===== src/rtl/fifo.sv =====
// Single-clock synchronous FIFO with registered read data and full/empty flags.
// Pointers wrap modulo DEPTH; the occupancy counter resolves full vs empty.
module fifo #(
  parameter int DATA_WIDTH = 8,
  parameter int DEPTH      = 16,
  localparam int PTR_W     = $clog2(DEPTH)
) (
  input  logic                  clock,
  input  logic                  rd,
  input  logic                  wr,
  output logic                  full,
  output logic                  empty,
  input  logic [DATA_WIDTH-1:0] data_in,
  output logic [DATA_WIDTH-1:0] data_out,
  input  logic                  rst
);

  localparam logic [PTR_W:0] FULL_COUNT = (PTR_W + 1)'(DEPTH);

  logic [DATA_WIDTH-1:0] mem [DEPTH];
  logic [PTR_W-1:0]      wr_ptr;
  logic [PTR_W-1:0]      rd_ptr;
  logic [PTR_W:0]        count;
  logic                  wr_en;
  logic                  rd_en;

  assign empty = (count == '0);
  assign full  = (count == FULL_COUNT);
  assign wr_en = wr & ~full;
  assign rd_en = rd & ~empty;

  // Storage has no reset so it can map onto plain RAM.
  always_ff @(posedge clock) begin
    if (wr_en) begin
      mem[wr_ptr] <= data_in;
    end
  end

  always_ff @(posedge clock or negedge rst) begin
    if (!rst) begin
      wr_ptr   <= '0;
      rd_ptr   <= '0;
      count    <= '0;
      data_out <= '0;
    end else begin
      if (wr_en) begin
        wr_ptr <= wr_ptr + PTR_W'(1);
      end
      if (rd_en) begin
        data_out <= mem[rd_ptr];
        rd_ptr   <= rd_ptr + PTR_W'(1);
      end
      if (wr_en && !rd_en) begin
        count <= count + (PTR_W + 1)'(1);
      end else if (rd_en && !wr_en) begin
        count <= count - (PTR_W + 1)'(1);
      end
    end
  end

endmodule


===== config.mk =====
export PLATFORM = sky130hd
export DESIGN_NAME = fifo
export DESIGN_NICKNAME = d
export VERILOG_FILES = /design/src/rtl/fifo.sv
export SDC_FILE = /design/constraint.sdc
export NUM_CORES = 1
export LEC_CHECK = 0
export CAP_MARGIN = 20
export CORE_ASPECT_RATIO = 0.75
export CORE_MARGIN = 1.5
export CORE_UTILIZATION = 55
export CTS_CLUSTER_SIZE = 8
export DETAILED_ROUTE_END_ITERATION = 6
export GPL_TIMING_DRIVEN = 0
export PLACE_DENSITY = 0.73
export SYNTH_ARGS = -nofsm -noshare
export SYNTH_HDL_FRONTEND = slang
export SYNTH_SLANG_ARGS = --single-unit

===== constraint.sdc =====
create_clock -name clock -period 3.66 [get_ports clock]
set_input_delay 0.732 -clock clock [delete_from_list [all_inputs] [get_ports clock]]
set_output_delay 0.732 -clock clock [all_outputs]
set_load 0.01 [all_outputs]

# Yosys cells after proc, flatten, opt, wreduce, memory -nomap -nowiden
# Memory sizes are Yosys's and may differ from the RTL's. A register that Yosys moved wholly into a read port is not among the register bits.
# Cells that the tools add are included.
# classes
add_sub_neg	4
n_reduce_logical	7
n_eq_ne	1
mux	4
bitwise	4
# ops
op	n
2-to-1 mux 5 bit	2
adder 4 x 1 -> 4 bit, second input constant	2
adder 5 x 1 -> 5 bit, second input constant	1
equality test 5 bit, second input constant	1
logical NOT 5 bit	1
subtractor 5 x 1 -> 5 bit, second input constant	1
logical NOT 1 bit	3
bitwise AND 1 bit	2
logical AND 1 bit	2
2-to-1 mux 1 bit	2
inverter 1 bit	2
nonzero test 2 bit	1
# totals
out_inout_bits	10
reg_bits	13
ramBits	128
n_memories	1
# memory_table
name	depth	width	rd	rd_ports_with_merged_regs	wr	line_no	source
mem	16	8	1	1	1	20	logic [DATA_WIDTH-1:0] mem [DEPTH];

# Depth between registers and ports, before layout
# Gate-level depths: netlist (run 1).
# depth
ltp_word	7
ltp_mapped	11
ltp_nobuf	10

# Worst setup path before layout (run 1)
# Ideal clock, no wire load.
# synth_path
path_kind	register to register
start	register count[0]
end	register count[4]
path_buffers	1
arrival_ns	2.752
stages_incl_launch_ff	12
path_slack_ns	0.828
setup_ns	0.080
required_ns	3.580
synth_period_minus_slack_ns	2.832
path_cell_list	dfrtp_1 > or4_1 > o21a_1 > clkinv_2 > buf_6 > ha_1 > inv_1 > fa_1 > a21o_1 > a21oi_1 > mux2i_1 > xnor2_1
# synth_between
elab_chain_len	6
# synth_lines
element	line_no	source
from (decl)	23	logic [PTR_W:0] count;
from (signal assigned)	54	count <= count + (PTR_W + 1)'(1);
from (signal assigned)	56	count <= count - (PTR_W + 1)'(1);
parallel branches: the longest is 6 deep, another holds subtractor 5 x 1 -> 5 bit	-	
# Parallel ways; which one is timed is not known. The select of a mux whose other input is x is not followed.
# A chain may end at the register's enable or synchronous reset.

# Worst setup path in the final report (run 1)
# Ends and elaborated chain as after synthesis.

==> out/summary.md, run 1 <==
The CTS H-tree depth is 4, and the count of buffers from port buffering is 21. For the number of pins with negative max-slew slack in the final report, the log shows 0. The finished layout holds 497 standard cells, fillers aside.

The tools report the buffer count from post-CTS setup fixing as 0. The internal reg-to-reg setup slack is 570 ps. Across all setup checks in the final design, the least slack found is 566 ps. After routing the design area is 6980 um2.

The count of buffer and inverter cells on the critical path was 3. Final setup skew: 10.1 ps. The ratio of cells with drive above 1 in the final layout was 22.7%. The mean cell area of the mapped netlist is 19.6 um2. The area overhead of the layout relative to synthesis was 17.7%.

Buffer depth of the longest clock path: 2. The share of the core filled with cells is 67.3%, and the cell internal power dissipation is 4.04 mW. For the worst-skew pair, the clock arrives at the later sink with an insertion delay of 420 ps. The most common flop cell mapped by yosys is sky130_fd_sc_hd__edfxtp_1.

The tool flagged a number of max-cap violations equal to 0. The final worst hold slack was 472 ps; the total nets after synthesis was 325. Yosys mapped a number of flops with a built-in enable equal to 128. The number of global-route vias before repair was 2941; the total area of sequential cells was 4370 um2.

The unique cell type count in the Yosys netlist was 32; the die height was 92.9 um. Of the total power, combinational logic draws 29.4%. In this run switching power makes up 29.1% of total power. The clock network burns 31.4% of the power.

Timing would allow up to 323 MHz. The net count of the finished layout was 370; the number of hold violations in the final report was 0. Dividing the detail-routed wire length by the instance count gives 22.7 um. The worst setup path is of the flop to flop kind.

Row generation in the floorplan step produced 32 rows. Setup violations remaining at the end of the flow were counted as 0. The completed layout was analyzed and its total power is 5.70 mW.

The number of hold buffers added after CTS was 0. The first global-routing pass estimated 17.5 mm of wire. Entering global routing, the biggest net connects 22 pins.

Power dissipated by switching net loads: 1.65 mW. Area fraction of the dominant cell type after synthesis: 64.8%. Registers are responsible for 39.2% of the overall power. The detail-routed via count per cell was 5.80; the cell area after synthesis was 5930 um2. Ranked by total cell area, the synthesized netlist is headed by sky130_fd_sc_hd__edfxtp_1 (65%), sky130_fd_sc_hd__mux4_2 (13%), sky130_fd_sc_hd__dfrtp_1 (8.9%), sky130_fd_sc_hd__ha_1 (1.9%), sky130_fd_sc_hd__mux2i_1 (1.4%). Multi-input gate area in the final layout: 1450 um2. The die covers 11400 um2.

The first routing iteration left 248 violations. After clock tree synthesis, the repair step resized 0 gates. The detail route stage leaves a number of antenna-violating nets equal to 0. From left edge to right edge, the die measures 123 um. Summing all placed instances gives a cell area of 6340 um2. For the final routed database, the setup TNS stands at 0 ps. The cell with the largest stage delay on the worst path was sky130_fd_sc_hd__or4_1. Post-CTS clock slew at the launch and capture registers of the worst setup and hold paths: 60 ps.

Setup repair after global routing left no endpoint under its margin. In this run the worst path has a maximum fanout of 10. Transition at the pin with the smallest max-transition slack: 849 ps. For this run, the total global-route usage over all layers was measured as 22.7%.

The run finished with clean final reports. Subtracting the final worst setup slack from the clock period gives 3090 ps. Counting instances in the post-synthesis netlist gives the leading cell types as sky130_fd_sc_hd__edfxtp_1 (128), sky130_fd_sc_hd__mux4_2 (33), sky130_fd_sc_hd__dfrtp_1 (21), sky130_fd_sc_hd__nand2_1 (15), sky130_fd_sc_hd__nor2_1 (15). The most repeated cell in the gate-level netlist after synthesis was sky130_fd_sc_hd__edfxtp_1.

The highest cell delay on the worst timing path was 570 ps; the I/O pin count was 22. The nature of the critical path endpoint was a flop. The synthesized design contains 149 register bits. The tools report the cell count after placement as 464.

The remaining max-slew budget at the tightest pin was 43.0%; the maximum ir drop on the vdd rail was 0.509 mV. The tools report the wire length reported by the detailed router as 11.3 mm. Timing analysis after detailed placement gives a worst setup slack of 403 ps. The tools report the remaining global-route overflow as 0. Summed over all instances, the cell type with the most area after synthesis is sky130_fd_sc_hd__edfxtp_1. The final weighted congestion in routability-driven placement is 0.796. The static power due to leakage came out at 2.40 nW. For this run, asynchronously set or reset flops after synthesis account for 14.1%. The tools report the initial antenna violation count as 0. Power spread over the standard cell area amounts to 816 nW/um2. In this run the clock root is driven by a sky130_fd_sc_hd__clkbuf_16. The routed layout has 2881 vias. The share of the Yosys chip area taken by registers is 73.7%. At the worst endpoint, the arrival time is 3430 ps. Once detailed placement completed, the half-perimeter wirelength came to 7.26 mm. The number of clock sinks came out at 149. The run gives 17 as the number of CTS-inserted buffers. Placeable core region: 10400 um2. The first TritonRoute pass finished after 4 iterations. The filler cell count in the final layout was 647. The tools report the number of synthesis warnings as 0. Broken down by cell family, the worst path's largest delay share belongs to compound AO/OA/AOI/OAI gates.

TritonCTS built the clock tree. For this run, design rule violations remaining after detail routing come to 0. The count of antenna diodes in the layout was 0. STA classifies the critical path startpoint as a flop. The post-route clock period utilization is 84.5%, and the post-synthesis instance total is 303.

In this run the worst hold path is classified as flop to flop. Walking the worst path, the cells encountered are or4_1 -> o21a_1 -> clkinv_2 -> buf_6 -> ha_1 -> inv_1 -> fa_1 -> a21o_1 -> a21oi_1 -> mux2i_1 -> xnor2_1. The starting density of the core came out at 57.2%. At the worst endpoint, the required time is 4000 ps.
## flip-flops by register name, indices dropped and copies added (netlist names)
register  count
count         5
data_out      8
mem         128
rd_ptr        4
wr_ptr        4
## metal layers
metal,global-route usage (%),routed length (um),vias to the layer above
li1,-,-,1302
met1,35.0,5320,1488
met2,31.3,5130,82
met3,5.73,745,9
met4,8.43,88,0
met5,0,0,-
## final timing paths
kind	start	end	depth (start not counted)
min in group asynchronous	rst	count[1]	1
worst max-delay path	count[0]	count[4]	11
worst min-delay path	data_out[4]	data_out[4]	1
max in group asynchronous	rst	data_out[7]	2
worst max register to register	count[0]	count[4]	11
worst min register to register	data_out[4]	data_out[4]	1
## kinds of logic (layout without fill, tap and decap cells)
family                     count (synthesis)  after routing  synth area share [%]
and+or+nand+nor                           43             43                  3.21
adders and majority gates                 10             10                  2.24
muxes                                     42             42                  14.1
AOI/OAI and AO/OA                         30             30                  3.50
DFF                                      149            149                  73.7
xor gates and xnor gates                  10             10                  1.48
buffers and inverters                     19             77                  1.84
## worst register-to-register path, cell delays in order, from the launching register on
cell                       delay [ps]
sky130_fd_sc_hd__dfrtp_1          440
sky130_fd_sc_hd__or4_1            570
sky130_fd_sc_hd__o21a_1           270
sky130_fd_sc_hd__clkinv_2         150
sky130_fd_sc_hd__buf_6            160
sky130_fd_sc_hd__ha_1             160
sky130_fd_sc_hd__inv_1            100
sky130_fd_sc_hd__fa_1             410
sky130_fd_sc_hd__a21o_1           190
sky130_fd_sc_hd__a21oi_1          190
sky130_fd_sc_hd__mux2i_1          230
sky130_fd_sc_hd__xnor2_1          130
## power by group through the flow
| stage | Sequential [mW] | Clock, mW | Combinational [mW] |
|---|---|---|---|
| 5_1_grt | 2.26 | 1.88 | 1.82 |
| 2_1_floorplan | 2.26 | 0 | 1.15 |
| 3_5_place_dp | 2.27 | 0 | 1.67 |
| 6_report | 2.24 | 1.79 | 1.67 |
| 4_1_cts | 2.24 | 1.81 | 1.68 |
| 3_3_place_gp | 2.25 | 0 | 1.62 |
## area by class of cell
| type | instances | share of cell area [%] |
|---|---|---|
| inverter | 4 | 0.233 |
| clock buffer | 17 | 6.10 |
| multi-input combinational | 135 | 20.8 |
| buffer | 15 | 1.33 |
| sequential | 149 | 62.6 |
| tap | 136 | 2.44 |
| timing repair buffer | 26 | 3.80 |
| clock inverter | 15 | 2.69 |
## cell usage in the layout (no fill, tap or decap), types with 5 or more instances in the layout
cell type / Yosys / routed
sky130_fd_sc_hd__a211oi_1: 7 / 7
sky130_fd_sc_hd__a21o_1: 9 / 9
sky130_fd_sc_hd__buf_2: 5 / 6
sky130_fd_sc_hd__buf_4: 2 / 5
sky130_fd_sc_hd__clkbuf_16: 0 / 17
sky130_fd_sc_hd__clkdlybuf4s50_1: 0 / 21
sky130_fd_sc_hd__clkinv_2: 1 / 5
sky130_fd_sc_hd__dfrtp_1: 21 / 21
sky130_fd_sc_hd__edfxtp_1: 128 / 128
sky130_fd_sc_hd__ha_1: 9 / 9
sky130_fd_sc_hd__mux2i_1: 8 / 8
sky130_fd_sc_hd__mux4_2: 33 / 33
sky130_fd_sc_hd__nand2_1: 15 / 15
sky130_fd_sc_hd__nor2_1: 15 / 15
sky130_fd_sc_hd__o22ai_1: 7 / 7
sky130_fd_sc_hd__xnor2_1: 9 / 9
Power figures use the tool's default switching activity.
==> inputs of run 2 (changes only) <==
==> constraint.sdc (replaced) <==
create_clock -name clock -period 3.15 [get_ports clock]
set_input_delay 0.63 -clock clock [delete_from_list [all_inputs] [get_ports clock]]
set_output_delay 0.63 -clock clock [all_outputs]
set_load 0.01 [all_outputs]
==> run 2 against run 1 <==
  * Global-route usage did not move
  * Die area did not move
  * Total power increased by 16%
  * First-iteration DRC count is 2.0% higher
  * Critical path type unchanged
  * Sequential share of layout area shrank 0.11 points
  * Core utilization grew 0.13 points
  * Sequential power grew 16%
  * Critical path depth stayed put
  * Final cell count unchanged
  * Non-clock buffer count unchanged
  * Setup slack got worse by 420 ps
==> out/summary.md, run 2 (synthesis gave the netlist of run 1 again) <==
The power dissipated by switching net loads was 1.93 mW (+17%). The reported max-cap violation count is 0 (unchanged), and the ratio of cells with drive above 1 in the final layout is 23.5% (+0.83 points). The CTS H-tree depth is 4 (unchanged). The top cell types in the final layout, fill and taps aside, are sky130_fd_sc_hd__edfxtp_1 (128), sky130_fd_sc_hd__mux4_2 (33), sky130_fd_sc_hd__clkdlybuf4s50_1 (21).

The tools report the wire length reported by the detailed router as 11.3 mm (-0.12%). The count of final setup violators is 0 (unchanged), and the half-perimeter wire length of the detailed placement result is 7.26 mm (unchanged). The number of hold violations in the final report came out at 0 (unchanged). The total power divided by cell area was 948 nW/um2 (+16%); the data required time at the worst endpoint was 3490 ps (-510 ps). By startpoint and endpoint, the worst setup path is classified as flop to flop. The largest driver fanout on the critical path works out to 10 (unchanged).

The logs give 29.5% (about the same) for the share of total power in combinational logic and 22 (unchanged) for the I/O pin count. The post-route minimum period was 3000 ps (-94.6 ps). The post-CTS clock slew at the launch and capture registers of the worst setup and hold paths was 60 ps (about the same); the number of vias in the routed layout was 2901 (+0.69%).

The total die area was 11400 um2 (unchanged); the first-pass GRT wire length was 17.5 mm (unchanged). The tools report the met3 usage in global routing as 5.73% (unchanged). For the maximum ir drop on the vdd rail, the log shows 0.592 mV (+16%). The largest registers in the layout are mem: 128 flops, data_out: 8 flops, count: 5 flops. The buffer depth of the longest clock path was 2 (unchanged). The tools report the remaining global-route overflow as 0 (unchanged). The met1 track demand over resource is 35.0% (unchanged), and the number of iterations in the first detailed-routing pass is 4 (unchanged).

The post-route clock period utilization is 95.2% (+11 points). The static power due to leakage is 2.41 nW (about the same), and the number of pins with negative max-slew slack in the final report is 0 (unchanged). The total negative slack was 0 ps (unchanged); the detailed-route DRC error count was 0 (unchanged).

The number of CTS-inserted buffers came out at 17 (unchanged). The flow ran to the end, and the final reports show no timing, DRC or antenna violations. The run gives 7.98 ps (-2.12 ps) as the final setup skew. The net count of the finished layout is 370 (unchanged). The die height was 92.9 um (unchanged); the arrival time of the worst setup path was 3340 ps (-90 ps). The share of total power in the clock network is 31.3% (about the same). Setup repair after global routing left no endpoint under its margin. The starting density of the core was 57.2% (unchanged).

The placeable core region was 10400 um2 (unchanged). The remaining max-slew budget at the tightest pin was 44.5% (+1.5 points); the area overhead of the layout relative to synthesis was 17.9%. Number of global-route vias before repair: 2941 (unchanged).

The nature of the critical path endpoint was a flop. The layer carrying the most global-route usage was met1. Number of buffers added to fix hold violations after cts: 0 (unchanged). The count of antenna diodes in the layout is 0 (unchanged).

The number of flip-flops in the largest register was 128 (unchanged). The transition at the pin with the smallest max-transition slack came out at 827 ps (-22.1 ps). The standard-cell row count was 32 (unchanged); the share of the core filled with cells was 67.4% (+0.13 points).

Most common library cell in the layout ignoring fill and taps: sky130_fd_sc_hd__edfxtp_1. The run gives 22.7% (unchanged) as the global routing usage summed across all routing layers. The global routing usage on met2 came out at 31.3% (unchanged).

The run gives 0 (unchanged) as the number of routed nets with antenna violations. The detail-routed via count per cell was 5.84 (+0.69%); the final worst hold slack was 453 ps (-19.1 ps). The run gives 0.796 (unchanged) as the final weighted congestion in routability-driven placement. The count of buffers from port buffering was 21 (unchanged); the pin count of the biggest net entering global routing was 22 (unchanged). TritonCTS built the clock tree. The x dimension of the die is 123 um (unchanged), and the insertion delay to the later sink of the worst-skew pair is 420 ps (about the same). The run gives 39.2% (about the same) as the share of total power in sequential cells.

The cell internal power dissipation was 4.70 mW (+16%). The tools report the clock tree root driver cell as sky130_fd_sc_hd__clkbuf_16. Detail-routed net length per standard cell: 22.7 um (-0.12%).

STA classifies the critical path startpoint as a flop. The upper clock frequency limit came out at 333 MHz (+3.2%). More flip-flops sit in one register than any other, and that register is mem. Class of the worst hold path: input pin to asynchronous set/reset pin. The violation count after the first detailed-routing iteration is 253 (+2.0%).

The switching fraction of total power is 29.1% (about the same), and the initial antenna violation count is 0 (unchanged). The number of clock sinks was 149 (unchanged).
==> run 2: changes by cell type in the layout (fill, tap and decap cells not counted), sizes merged <==
cell,before,now
inv,3,4
clkinv,9,8
==> run 2: area by class of cell <==
| cell class | instances | area (um2) |
|---|---|---|
| Clock buffer | 17 | 425 |
| Fill cell | 645 | 3380 |
| Clock inverter | 15 | 188 |
| Tap cell | 136 | 170 |
| Buffer | 15 | 92.6 |
| Inverter | 4 | 17.5 |
| Multi-Input combinational cell | 135 | 1460 |
| Timing Repair Buffer | 26 | 265 |
| Sequential cell | 149 | 4370 |
==> run 2: worst paths after layout <==
kind | depth (start not counted) | from | endpoint | slack [ps]
worst max-delay path | 11 | count[0] | count[4] | 150
worst min-delay path | 1 | rst | count[1] | 450
worst max register to register | 11 | count[0] | count[4] | 150
worst min register to register | 1 | data_out[4] | data_out[4] | 470
max in group asynchronous | 2 | rst | data_out[7] | 2310
min in group clock | 1 | data_out[4] | data_out[4] | 470
==> run 2: through the flow <==
stage,cells,instance area [um2],total power [mW],worst slack (ps)
after global routing,497,6990,6.94,3.87
after global placement,460,6310,4.50,-42.4
after floorplan,303,5930,3.96,318
after detailed placement,464,6340,4.58,-4.86
final,497,6990,6.63,151
after CTS,496,6950,6.66,44.0
==> run 2: critical path, stage by stage (launching register included) <==
cell                      delay (ps)
sky130_fd_sc_hd__dfrtp_2         440
sky130_fd_sc_hd__or4_1           570
sky130_fd_sc_hd__o21a_4          250
sky130_fd_sc_hd__inv_4           100
sky130_fd_sc_hd__buf_6           150
sky130_fd_sc_hd__ha_1            160
sky130_fd_sc_hd__inv_1           100
sky130_fd_sc_hd__fa_1            410
sky130_fd_sc_hd__a21o_1          210
sky130_fd_sc_hd__a21oi_2         160
sky130_fd_sc_hd__mux2i_1         230
sky130_fd_sc_hd__xnor2_1         130
==> run 2: power by group through the flow <==
stage,Clock [mW],Sequential [mW],Combinational (mW)
2_1_floorplan,0,2.62,1.34
5_1_grt,2.18,2.63,2.13
6_report,2.08,2.60,1.96
3_5_place_dp,0,2.64,1.94
4_1_cts,2.10,2.60,1.95
3_3_place_gp,0,2.62,1.88
==> run 2: metal layers <==
metal	wire length (um)	part of all wire [%]
met2	5130	46
met1	5400	48
met3	662	5.9
met4	78	0.69
met5	0	0
==> run 2: repair_timing <==
item	4_1_cts	5_1_grt
gates resized for setup	0	5
endpoints found under the setup margin	0	1
setup buffers	0	0
